--- config.mk ---
export PLATFORM = sky130hd
export DESIGN_NAME = csa64_sub_seq
export DESIGN_NICKNAME = d
export VERILOG_FILES = /design/src/rtl/csa64_sub_seq.sv
export SDC_FILE = /design/constraint.sdc
export NUM_CORES = 1
export LEC_CHECK = 0
export ABC_AREA = 1
export CELL_PAD_IN_SITES_DETAIL_PLACEMENT = 0
export CELL_PAD_IN_SITES_GLOBAL_PLACEMENT = 1
export CORE_MARGIN = 2
export CORE_UTILIZATION = 39
export CTS_BUF_LIST = sky130_fd_sc_hd__clkbuf_16
export DETAILED_ROUTE_END_ITERATION = 7
export GPL_TIMING_DRIVEN = 0
export MAX_ROUTING_LAYER = met4
export PLACE_DENSITY_LB_ADDON = 0.12
export SLEW_MARGIN = 20
export SYNTH_ARGS = -nofsm -noshare
export SYNTH_HDL_FRONTEND = slang
export SYNTH_SLANG_ARGS = --single-unit
--- constraint.sdc ---
create_clock -name clock -period 12.7 [get_ports clock]
set_input_delay 3.81 -clock clock [delete_from_list [all_inputs] [get_ports clock]]
set_output_delay 3.81 -clock clock [all_outputs]
set_load 0.01 [all_outputs]
--- src/rtl/csa64_sub_seq.sv ---
// Sequential 64-bit subtractor: op1 - op2 computed one carry-select slice per cycle,
// with registered borrow, signed-overflow and zero flags and a one-cycle done pulse.
module csa64_sub_seq #(
    parameter int SLICE_W = 16
) (
    input  logic        clock,
    input  logic        reset,
    input  logic [63:0] op1,
    input  logic [63:0] op2,
    input  logic        start,
    output logic [63:0] diff,
    output logic        brout,
    output logic        ovf,
    output logic        zero,
    output logic        busy,
    output logic        done
);

    localparam int NUM_SLICES = 64 / SLICE_W;
    localparam int IDX_W      = (NUM_SLICES > 1) ? $clog2(NUM_SLICES) : 1;
    localparam int LOG_W      = $clog2(SLICE_W);

    typedef enum logic [1:0] {
        IDLE = 2'd0,
        BUSY = 2'd1,
        DONE = 2'd2
    } state_t;

    state_t                   state_q;
    logic [63:0]              a_q;
    logic [63:0]              b_q;
    logic [IDX_W-1:0]         idx_q;
    logic                     cin_q;
    logic [63:0]              diff_q;
    logic                     brout_q;
    logic                     ovf_q;
    logic                     zero_q;

    logic [IDX_W+LOG_W-1:0]   slice_lo;
    logic [SLICE_W-1:0]       a_sl;
    logic [SLICE_W-1:0]       b_sl;
    logic [SLICE_W:0]         sum0;
    logic [SLICE_W:0]         sum1;
    logic [SLICE_W:0]         sum_sel;
    logic [63:0]              diff_d;
    logic                     cout;
    logic                     last_slice;

    // Slice offset is idx * SLICE_W; SLICE_W is a power of two, so it is a plain concatenation.
    assign slice_lo = {idx_q, {LOG_W{1'b0}}};

    // NOTE: every signal written here gets a value on every path, so no latch can be inferred.
    always_comb begin
        a_sl       = a_q[slice_lo +: SLICE_W];
        b_sl       = b_q[slice_lo +: SLICE_W];
        sum0       = {1'b0, a_sl} + {1'b0, ~b_sl};
        sum1       = {1'b0, a_sl} + {1'b0, ~b_sl} + {{SLICE_W{1'b0}}, 1'b1};
        sum_sel    = cin_q ? sum1 : sum0;
        cout       = sum_sel[SLICE_W];
        diff_d     = diff_q;
        diff_d[slice_lo +: SLICE_W] = sum_sel[SLICE_W-1:0];
        last_slice = (idx_q == IDX_W'(NUM_SLICES - 1));
    end

    // NOTE: state registers use non-blocking assignments so every flop samples pre-edge values.
    always_ff @(posedge clock) begin
        if (reset) begin
            // NOTE: captured operands are left out of reset; they are always loaded before use.
            state_q <= IDLE;
            idx_q   <= '0;
            cin_q   <= 1'b1;
            diff_q  <= '0;
            brout_q <= 1'b0;
            ovf_q   <= 1'b0;
            zero_q  <= 1'b0;
        end else begin
            case (state_q)
                IDLE: begin
                    if (start) begin
                        a_q     <= op1;
                        b_q     <= op2;
                        idx_q   <= '0;
                        cin_q   <= 1'b1;
                        state_q <= BUSY;
                    end
                end
                BUSY: begin
                    diff_q <= diff_d;
                    cin_q  <= cout;
                    idx_q  <= idx_q + IDX_W'(1);
                    if (last_slice) begin
                        // Subtraction carry-out is the inverted borrow.
                        brout_q <= ~cout;
                        ovf_q   <= (a_q[63] != b_q[63]) && (diff_d[63] != a_q[63]);
                        zero_q  <= (diff_d == 64'd0);
                        state_q <= DONE;
                    end
                end
                DONE: begin
                    state_q <= IDLE;
                end
                default: begin
                    state_q <= IDLE;
                end
            endcase
        end
    end

    assign diff  = diff_q;
    assign brout = brout_q;
    assign ovf   = ovf_q;
    assign zero  = zero_q;
    assign busy  = (state_q != IDLE);
    assign done  = (state_q == DONE);

endmodule

==> impl_summary.txt, run 1 <==
----------------------------------------------------
[Outcome]
  Outcome ... finished clean

[Critical path]
  Critical setup path kind ... reg -> reg
  RR Startpoint ... idx_q[0]
  Type of element launching the critical path ... register
  Arrival time reported for the critical path endpoint ... 6470 ps
  Terminus of the critical flop-to-flop path ... zero
  Cell with the biggest individual delay on the critical path ... fa_1
  Endpoint kind of the worst setup timing path ... register
  Delay contributed by the slowest stage of the critical path ... approximately 650 ps
  Slack of the worst reg-to-reg path ... 6630 ps
  Number of cells traversed by the worst register-to-register path ... 30
  Endpoint required time on the critical path ... 13,100 ps
  Crit path max fanout ... 10

[Finish]
  Final antenna diode count ... 0
  Commonest cells after routing, fill and taps aside ... nand2_1 (295), clkdlybuf4s50_1 (198), inv_1 (165)
  Most common cell after layout, fill and taps aside ... nand2_1
  Net count of the finished layout ... about 1,600
  Utilization of the core after routing ... 0.5191
  Share of layout cells above drive strength 1 ... 0.05214
  Final design area excluding fillers ... 0.01349 mm^2
  Post-route non-filler standard cell count ... 1,831
  Area growth, synth to finish ... 30.92%

[Yosys]
  Number of synthesized flops with an enable pin ... between 100 and 150
  Ys async rst share ... 0
  Main area contributors after synthesis ... edfxtp_1 (37%), dfxtp_1 (14%), nand2_1 (11%)
  Post-Synth Simple-Gate Area ... 0.2402
  Synth Area in Compound Gates ... 0.1308
  Ys flop type ... edfxtp_1
  Post-synthesis area per instance ... around 8.2 um^2
  Mux contribution to synthesized area ... 0
  Number of warning messages in the yosys log ... 0
  Main combinational cell family by area after synthesis ... simple AND/OR/NAND/NOR gates
  Number of standard cells after synthesis ... 1,261
  Area share of the leading cell type in the synthesized netlist ... 0.3730
  Cell taking the most area after synthesis ... edfxtp_1
  Number of library cell types mapped by synthesis ... 43
  Synthesized cell area ... 0.01030 mm^2
  Sequential area share after synthesis ... 0.5129
  Register bit count reported by yosys ... 200
  Syn_nets ... 1,416
  Xor-xnor portion of the synthesized cell area ... 0.001700
  Post-Synth Adder-Cell Area ... 0.02987

[Pwr]
  Internal portion of total power ... 0.001215 W
  Leakage power ... 5.777 nW
  Switching part of the total power ... 0.3635
  Logic pwr share ... 0.293
  Clock share of power ... 0.313
  Reported net switching power ... between 0.0006 and 0.0007 W
  Worst voltage drop across the vdd grid ... 0.08193 mV
  Cell Pwr Density ... 141.5 mW/mm^2
  Register share of total power ... 0.394

[Flow run]
  Number of max-capacitance violations reported ... 0

[STA]
  Normalized max-slew margin ... 0.5237
  Tcrit/Tclk final ... 0.4783
  Count of final max-slew check failures ... 0
  Total count of hold-check failures in the final report ... 0
  Unrepaired setup endpoints after global routing ... false
  Slew at the pin closest to its max-slew limit ... 714.4 ps
  Clock skew after layout ... 20.43 ps
  Final setup viols ... 0
  Fmax ... 0.1646 GHz
  Summed negative setup slack over all endpoints ... 0 ps
  Minimum clock period ... 6075 ps

[Detailed routing]
  Total DRC errors in the routed layout ... 0
  Total routed wirelength ... 33,280 um
  Drt first pass iters ... 5
  Initial detailed-routing violation count ... between 800 and 900
  Mean routed wirelength per cell ... 18.17 um
  Via count of the routed design ... 9,398
  Vias per Instance ... approximately 5.1
  Antenna violation net count after detailed routing ... 0

[Clocking]
  Root buffer cell ... clkbuf_16
  Clock-pin transition on the worst setup and hold timing paths ... about 90 ps
  Cts-stage hold buffer count ... 0
  Insertion delay of the later-clocked pin in the worst-skew pair ... 460 ps
  Inserted Clock Buffers ... 17
  Clock sinks ... 200
  Setup Fix Bufs, Post-CTS ... 0
  Deepest level of the CTS H-tree ... 4
  Clock tree from TritonCTS ... built
  Bufs on Longest Clock Path ... 2
  Number of gates resized after cts ... 0

[Floorplan]
  Core area ... 0.02598 mm^2
  Floorplan die width ... 166.5 um
  I/O Pins ... 200
  Chip Height ... 166.5 um
  Site Rows ... 59
  Starting density of the core ... 0.3965
  Die area ... 0.02774 mm^2

[Hold path]
  Worst hold stages ... 2
  Kind of path behind the tightest hold check ... reg -> reg
  Hold EP ... zero
  Hold path startpoint ... zero

[Placement]
  Post-DP HPWL ... 25,910 um
  Routability cong. ... between 0.9 and 1
  Port Buffers ... 198
  Cell Area, Placed ... 0.01283 mm^2
  Placed cell count ... 1,799

[Global routing]
  Overflow left after global routing ... 0
  Global-route wire length before repair ... ~51,000 um
  Maximum number of pins on one net before global-route repair ... 29
  Number of antenna violations at the first check in global routing ... 0
  Number of global-route vias before repair ... between 8,000 and 9,000
  Overall Global Routing Usage ... 0.2475

----------------------------------------------------
how the worst max path moves through the flow:
| stage | start | endpoint |
|---|---|---|
| final | idx_q[0] | zero |
| after global routing | idx_q[0] | zero |
| after CTS | idx_q[0] | zero |
| after detailed placement | idx_q[0] | zero |
| after global placement | start | b_q[17] |
| after floorplan | reset | a_q[0] |
state kept, by name, indices dropped and copies added (netlist names):
signal,cells
idx_q,2
state_q,2
diff,64
ovf,1
zero,1
cin_q,1
b_q,64
a_q,64
brout,1
layout make-up:
type                            instances  area [um^2]
Fill cell                            2489        12500
Sequential cell                       200         5285
Multi-Input combinational cell        834         4155
Timing Repair Buffer                  203         2105
Inverter                              175        656.9
Clock buffer                           17        425.4
Tap cell                              335        419.2
Clock inverter                         15        229.0
Buffer                                 52        214.0
worst max-delay path, delay by kind of cell, from the launching register on:
kind / cells / cell delay (ps)
DFF: 1 / 450
AOI/OAI and AO/OA: 4 / 800
adders and majority gates: 3 / 1280
buffers and inverters: 7 / 1820
and+or+nand+nor: 16 / 1660
layer usage:
metal,part of all wire,vias to the layer above,global-route usage
li1,-,4641,-
met1,0.49,4400,0.3556
met2,0.43,328,0.3701
met3,0.063,29,0.03755
met4,0.014,0,0.05585
met5,0,-,-
synth_stat cells (2+ instances only):
master,number
o211ai_1,25
buf_4,4
nand3_2,4
nor2_4,3
ha_1,23
clkinv_1,7
nor2_2,7
clkbuf_1,38
a21oi_1,58
dfxtp_1,72
a32o_1,14
a32oi_1,2
o22ai_1,21
nand2_2,10
edfxtp_1,128
nor3_1,2
nand3b_1,2
buf_2,2
inv_2,3
nand4_1,24
inv_1,165
nor2_1,148
o21ai_0,99
nand2_1,295
buf_1,7
nand3_1,77
o21a_1,5
logic make-up (layout without fill, tap and decap cells):
logic type	count (synthesis)	count (layout)
AND/OR/NAND/NOR	578	578
buffers and inverters	227	462
AO/OA/AOI/OAI	230	230
flip-flops	200	200
adder cells (fa/ha/maj)	24	24
XOR/XNOR	2	2
stage by stage:
step                      worst slack [ps]  hold slack (ps)  power [W]
final                                 6625            477.5   0.001909
after global routing                  6114            523.9   0.002007
after CTS                             6707            485.4   0.001914
after detailed placement              6736            463.0   0.001319
after global placement               440.7            462.3   0.001315
after floorplan                       2636            488.9   0.001104
power groups by stage:
stage	logic, W	clock network [W]	registers (W)
6_report	0.000559	0.000598	0.000752
5_1_grt	0.000620	0.000629	0.000757
4_1_cts	0.000555	0.000607	0.000753
3_5_place_dp	0.000551	0	0.000768
3_3_place_gp	0.000542	0	0.000773
2_1_floorplan	0.000330	0	0.000774
No activity file was read; power rests on OpenSTA's default activity.
==> run 2: changes to the inputs <==
--- a/config.mk
+++ b/config.mk
@@ -9,7 +9,7 @@
 export CELL_PAD_IN_SITES_DETAIL_PLACEMENT = 0
 export CELL_PAD_IN_SITES_GLOBAL_PLACEMENT = 1
 export CORE_MARGIN = 2
-export CORE_UTILIZATION = 39
+export CORE_UTILIZATION = 35
 export CTS_BUF_LIST = sky130_fd_sc_hd__clkbuf_16
 export DETAILED_ROUTE_END_ITERATION = 7
 export GPL_TIMING_DRIVEN = 0
==> constraint.sdc (replaced) <==
create_clock -name clock -period 5 [get_ports clock]
set_input_delay 1.5 -clock clock [delete_from_list [all_inputs] [get_ports clock]]
set_output_delay 1.5 -clock clock [all_outputs]
set_load 0.01 [all_outputs]
==> impl_summary.txt, run 2 (same netlist as run 1, synthesis figures left out) <==
----------------------------------------------------
[Outcome]
  Outcome ... finished clean

[Clocking]
  Insertion delay of the later-clocked pin in the worst-skew pair ... 460 ps (about the same)
  Clock-pin transition on the worst setup and hold timing paths ... 100 ps (about the same)
  Deepest level of the CTS H-tree ... 4 (unchanged)
  Root buffer cell ... clkbuf_16
  Inserted Clock Buffers ... 17 (unchanged)
  Clock sinks ... 200 (unchanged)
  Bufs on Longest Clock Path ... 2 (unchanged)
  Clock tree from TritonCTS ... built

[Finish]
  Utilization of the core after routing ... 0.4743 (-0.04483)
  Commonest cells after routing, fill and taps aside ... nand2_1 (294), clkdlybuf4s50_1 (198), inv_1 (165)
  Total area of sequential cells ... 0.005290 mm^2 (about the same)
  Final design area excluding fillers ... 0.01369 mm^2 (+1.5%)
  Area growth, synth to finish ... 32.84%
  Most common cell after layout, fill and taps aside ... nand2_1
  Share of layout cells above drive strength 1 ... 0.07276 (+0.02062)
  Fill cells ... 2,857 (+15%)
  Post-route non-filler standard cell count ... 1,884 (+2.9%)
  Net count of the finished layout ... 1,640 (+0.12%)
  Multi-input logic area ... 0.004204 mm^2 (+1.2%)

[Global routing]
  Global-route wire length before repair ... 52,290 um (+2.5%)
  Maximum number of pins on one net before global-route repair ... 30 (+3.4%)
  Overall Global Routing Usage ... 0.2338 (-0.01362)
  Number of global-route vias before repair ... 9,027 (+0.39%)
  Overflow left after global routing ... 0 (unchanged)
  Number of antenna violations at the first check in global routing ... 2 (+2)

[Hold path]
  Hold path startpoint ... zero
  Hold EP ... zero
  Worst hold stages ... 2 (unchanged)
  Kind of path behind the tightest hold check ... reg -> reg

[Floorplan]
  Site Rows ... 62 (+5.1%)
  Chip Height ... 175.6 um (+5.4%)
  Floorplan die width ... 175.6 um (+5.4%)
  Starting density of the core ... 0.3570 (-0.03947)
  Core area ... 0.02886 mm^2 (+11%)
  Die area ... 0.03083 mm^2 (+11%)
  I/O Pins ... 200 (unchanged)

[Critical path]
  Type of element launching the critical path ... register
  RR Startpoint ... idx_q[0]
  Delay contributed by the slowest stage of the critical path ... 640 ps (about the same)
  Slack of the worst reg-to-reg path ... 310 ps (-6320 ps)
  Cell with the biggest individual delay on the critical path ... fa_2
  Terminus of the critical flop-to-flop path ... zero
  Number of cells traversed by the worst register-to-register path ... 28 (-6.7%)
  Top cell by count, worst path ... nor2_1
  Crit path max fanout ... 10 (unchanged)
  Endpoint required time on the critical path ... 5400 ps (-7700 ps)
  Critical setup path kind ... reg -> reg
  Endpoint kind of the worst setup timing path ... register
  Arrival time reported for the critical path endpoint ... 5090 ps (-1380 ps)

[Detailed routing]
  Initial detailed-routing violation count ... 771 (-7.9%)
  Total DRC errors in the routed layout ... 0 (unchanged)
  Drt first pass iters ... 5 (unchanged)
  Via count of the routed design ... 9,272 (-1.3%)
  Antenna violation net count after detailed routing ... 0 (unchanged)
  Mean routed wirelength per cell ... 18.29 um (+0.64%)
  Vias per Instance ... 4.921 (-4.1%)
  Total routed wirelength ... 34,460 um (+3.6%)

[Placement]
  Post-DP HPWL ... 26,770 um (+3.3%)
  Port Buffers ... 198 (unchanged)
  Placed cell count ... 1,847 (+2.7%)
  Routability cong. ... 0.9157 (+0.97%)
  Cell Area, Placed ... 0.01285 mm^2 (+0.15%)

[STA]
  Final setup viols ... 0 (unchanged)
  Tcrit/Tclk final ... 0.9383 (+0.4600)
  Minimum clock period ... 4692 ps (-1383 ps)
  Clock skew after layout ... 18.29 ps (-2.135 ps)
  Total count of hold-check failures in the final report ... 0 (unchanged)
  Slew at the pin closest to its max-slew limit ... 674.9 ps (-39.50 ps)
  Count of final max-slew check failures ... 0 (unchanged)
  Normalized max-slew margin ... 0.5500 (+0.02633)
  Fmax ... 0.2131 GHz (+29%)

[Pwr]
  Worst voltage drop across the vdd grid ... 0.2400 mV (+190%)
  Leakage power ... 5.840 nW (+1.1%)
  Cell Pwr Density ... 360.1 mW/mm^2 (+150%)

[Flow run]
  Number of max-capacitance violations reported ... 0 (unchanged)

----------------------------------------------------
run 2: cell count changes in the layout (fill, tap and decap cells not counted), sizes merged:
cell / before / now
clkbuf: 56 / 54
inv: 179 / 183
diode: 0 / 2
buf: 18 / 22
clkinv: 11 / 7
run 2: timing repair:
item / CTS / global route
setup endpoints to repair: 45 / 5
gates resized for setup: 21 / 40
hold endpoints to repair: 0 / 0
hold buffers: 0 / 0
buffers inserted: 0 / 3
pin swaps: 1 / 8
run 2: final cells by class:
cell class	instances	share of cell area
Antenna cell	2	0.0003657
Buffer	52	0.02203
Clock buffer	17	0.03108
Clock inverter	15	0.01728
Inverter	175	0.04818
Multi-Input combinational cell	834	0.3072
Sequential cell	200	0.3865
Tap cell	384	0.03510
Timing Repair Buffer	205	0.1523
run 2: worst max-delay path: cells and delay by family, from the launching register on:
kind	cells	cell delay [ps]
flops	1	410
buf+inv	6	730
simple gates	15	1730
fa+ha+maj	3	1110
compound gates	4	640
run 2: per-layer routing:
layer	routed length, um	up-vias	track usage	share of wire
li1	-	4652	-	-
met1	17010	4309	0.3325	0.49
met2	14710	275	0.3433	0.43
met3	2154	36	0.04351	0.063
met4	585	0	0.06026	0.017
met5	0	-	-	0
run 2: how the worst max path moves through the flow:
stage	from	end	slack (ps)	cells past startpoint
after detailed placement	idx_q[0]	zero	-1000	28
after global routing	idx_q[0]	zero	-20	30
after global placement	idx_q[0]	zero	-960	28
after CTS	idx_q[0]	zero	5	28
after floorplan	reset	a_q[0]	870	3
final	idx_q[0]	zero	310	28
run 2: report_power, final:
group,internal [W],leakage (nW),switching [W]
clock,0.000731,0.322,0.000830
combinational,0.000531,3.74,0.000925
sequential,0.00186,1.78,0.0000545
run 2: metrics by stage:
stage / worst slack [ps] / power [W] / hold slack, ps / TNS [ps]
floorplan: 871.2 / 0.002798 / 489.7 / 0
global placement: -962.8 / 0.003350 / 467.2 / -33280
detailed placement: -1002 / 0.003361 / 461.7 / -11570
CTS: 4.723 / 0.004932 / 476.1 / 0
global route: -21.87 / 0.005183 / 504.5 / -21.87
finish: 308.5 / 0.004929 / 475.0 / 0
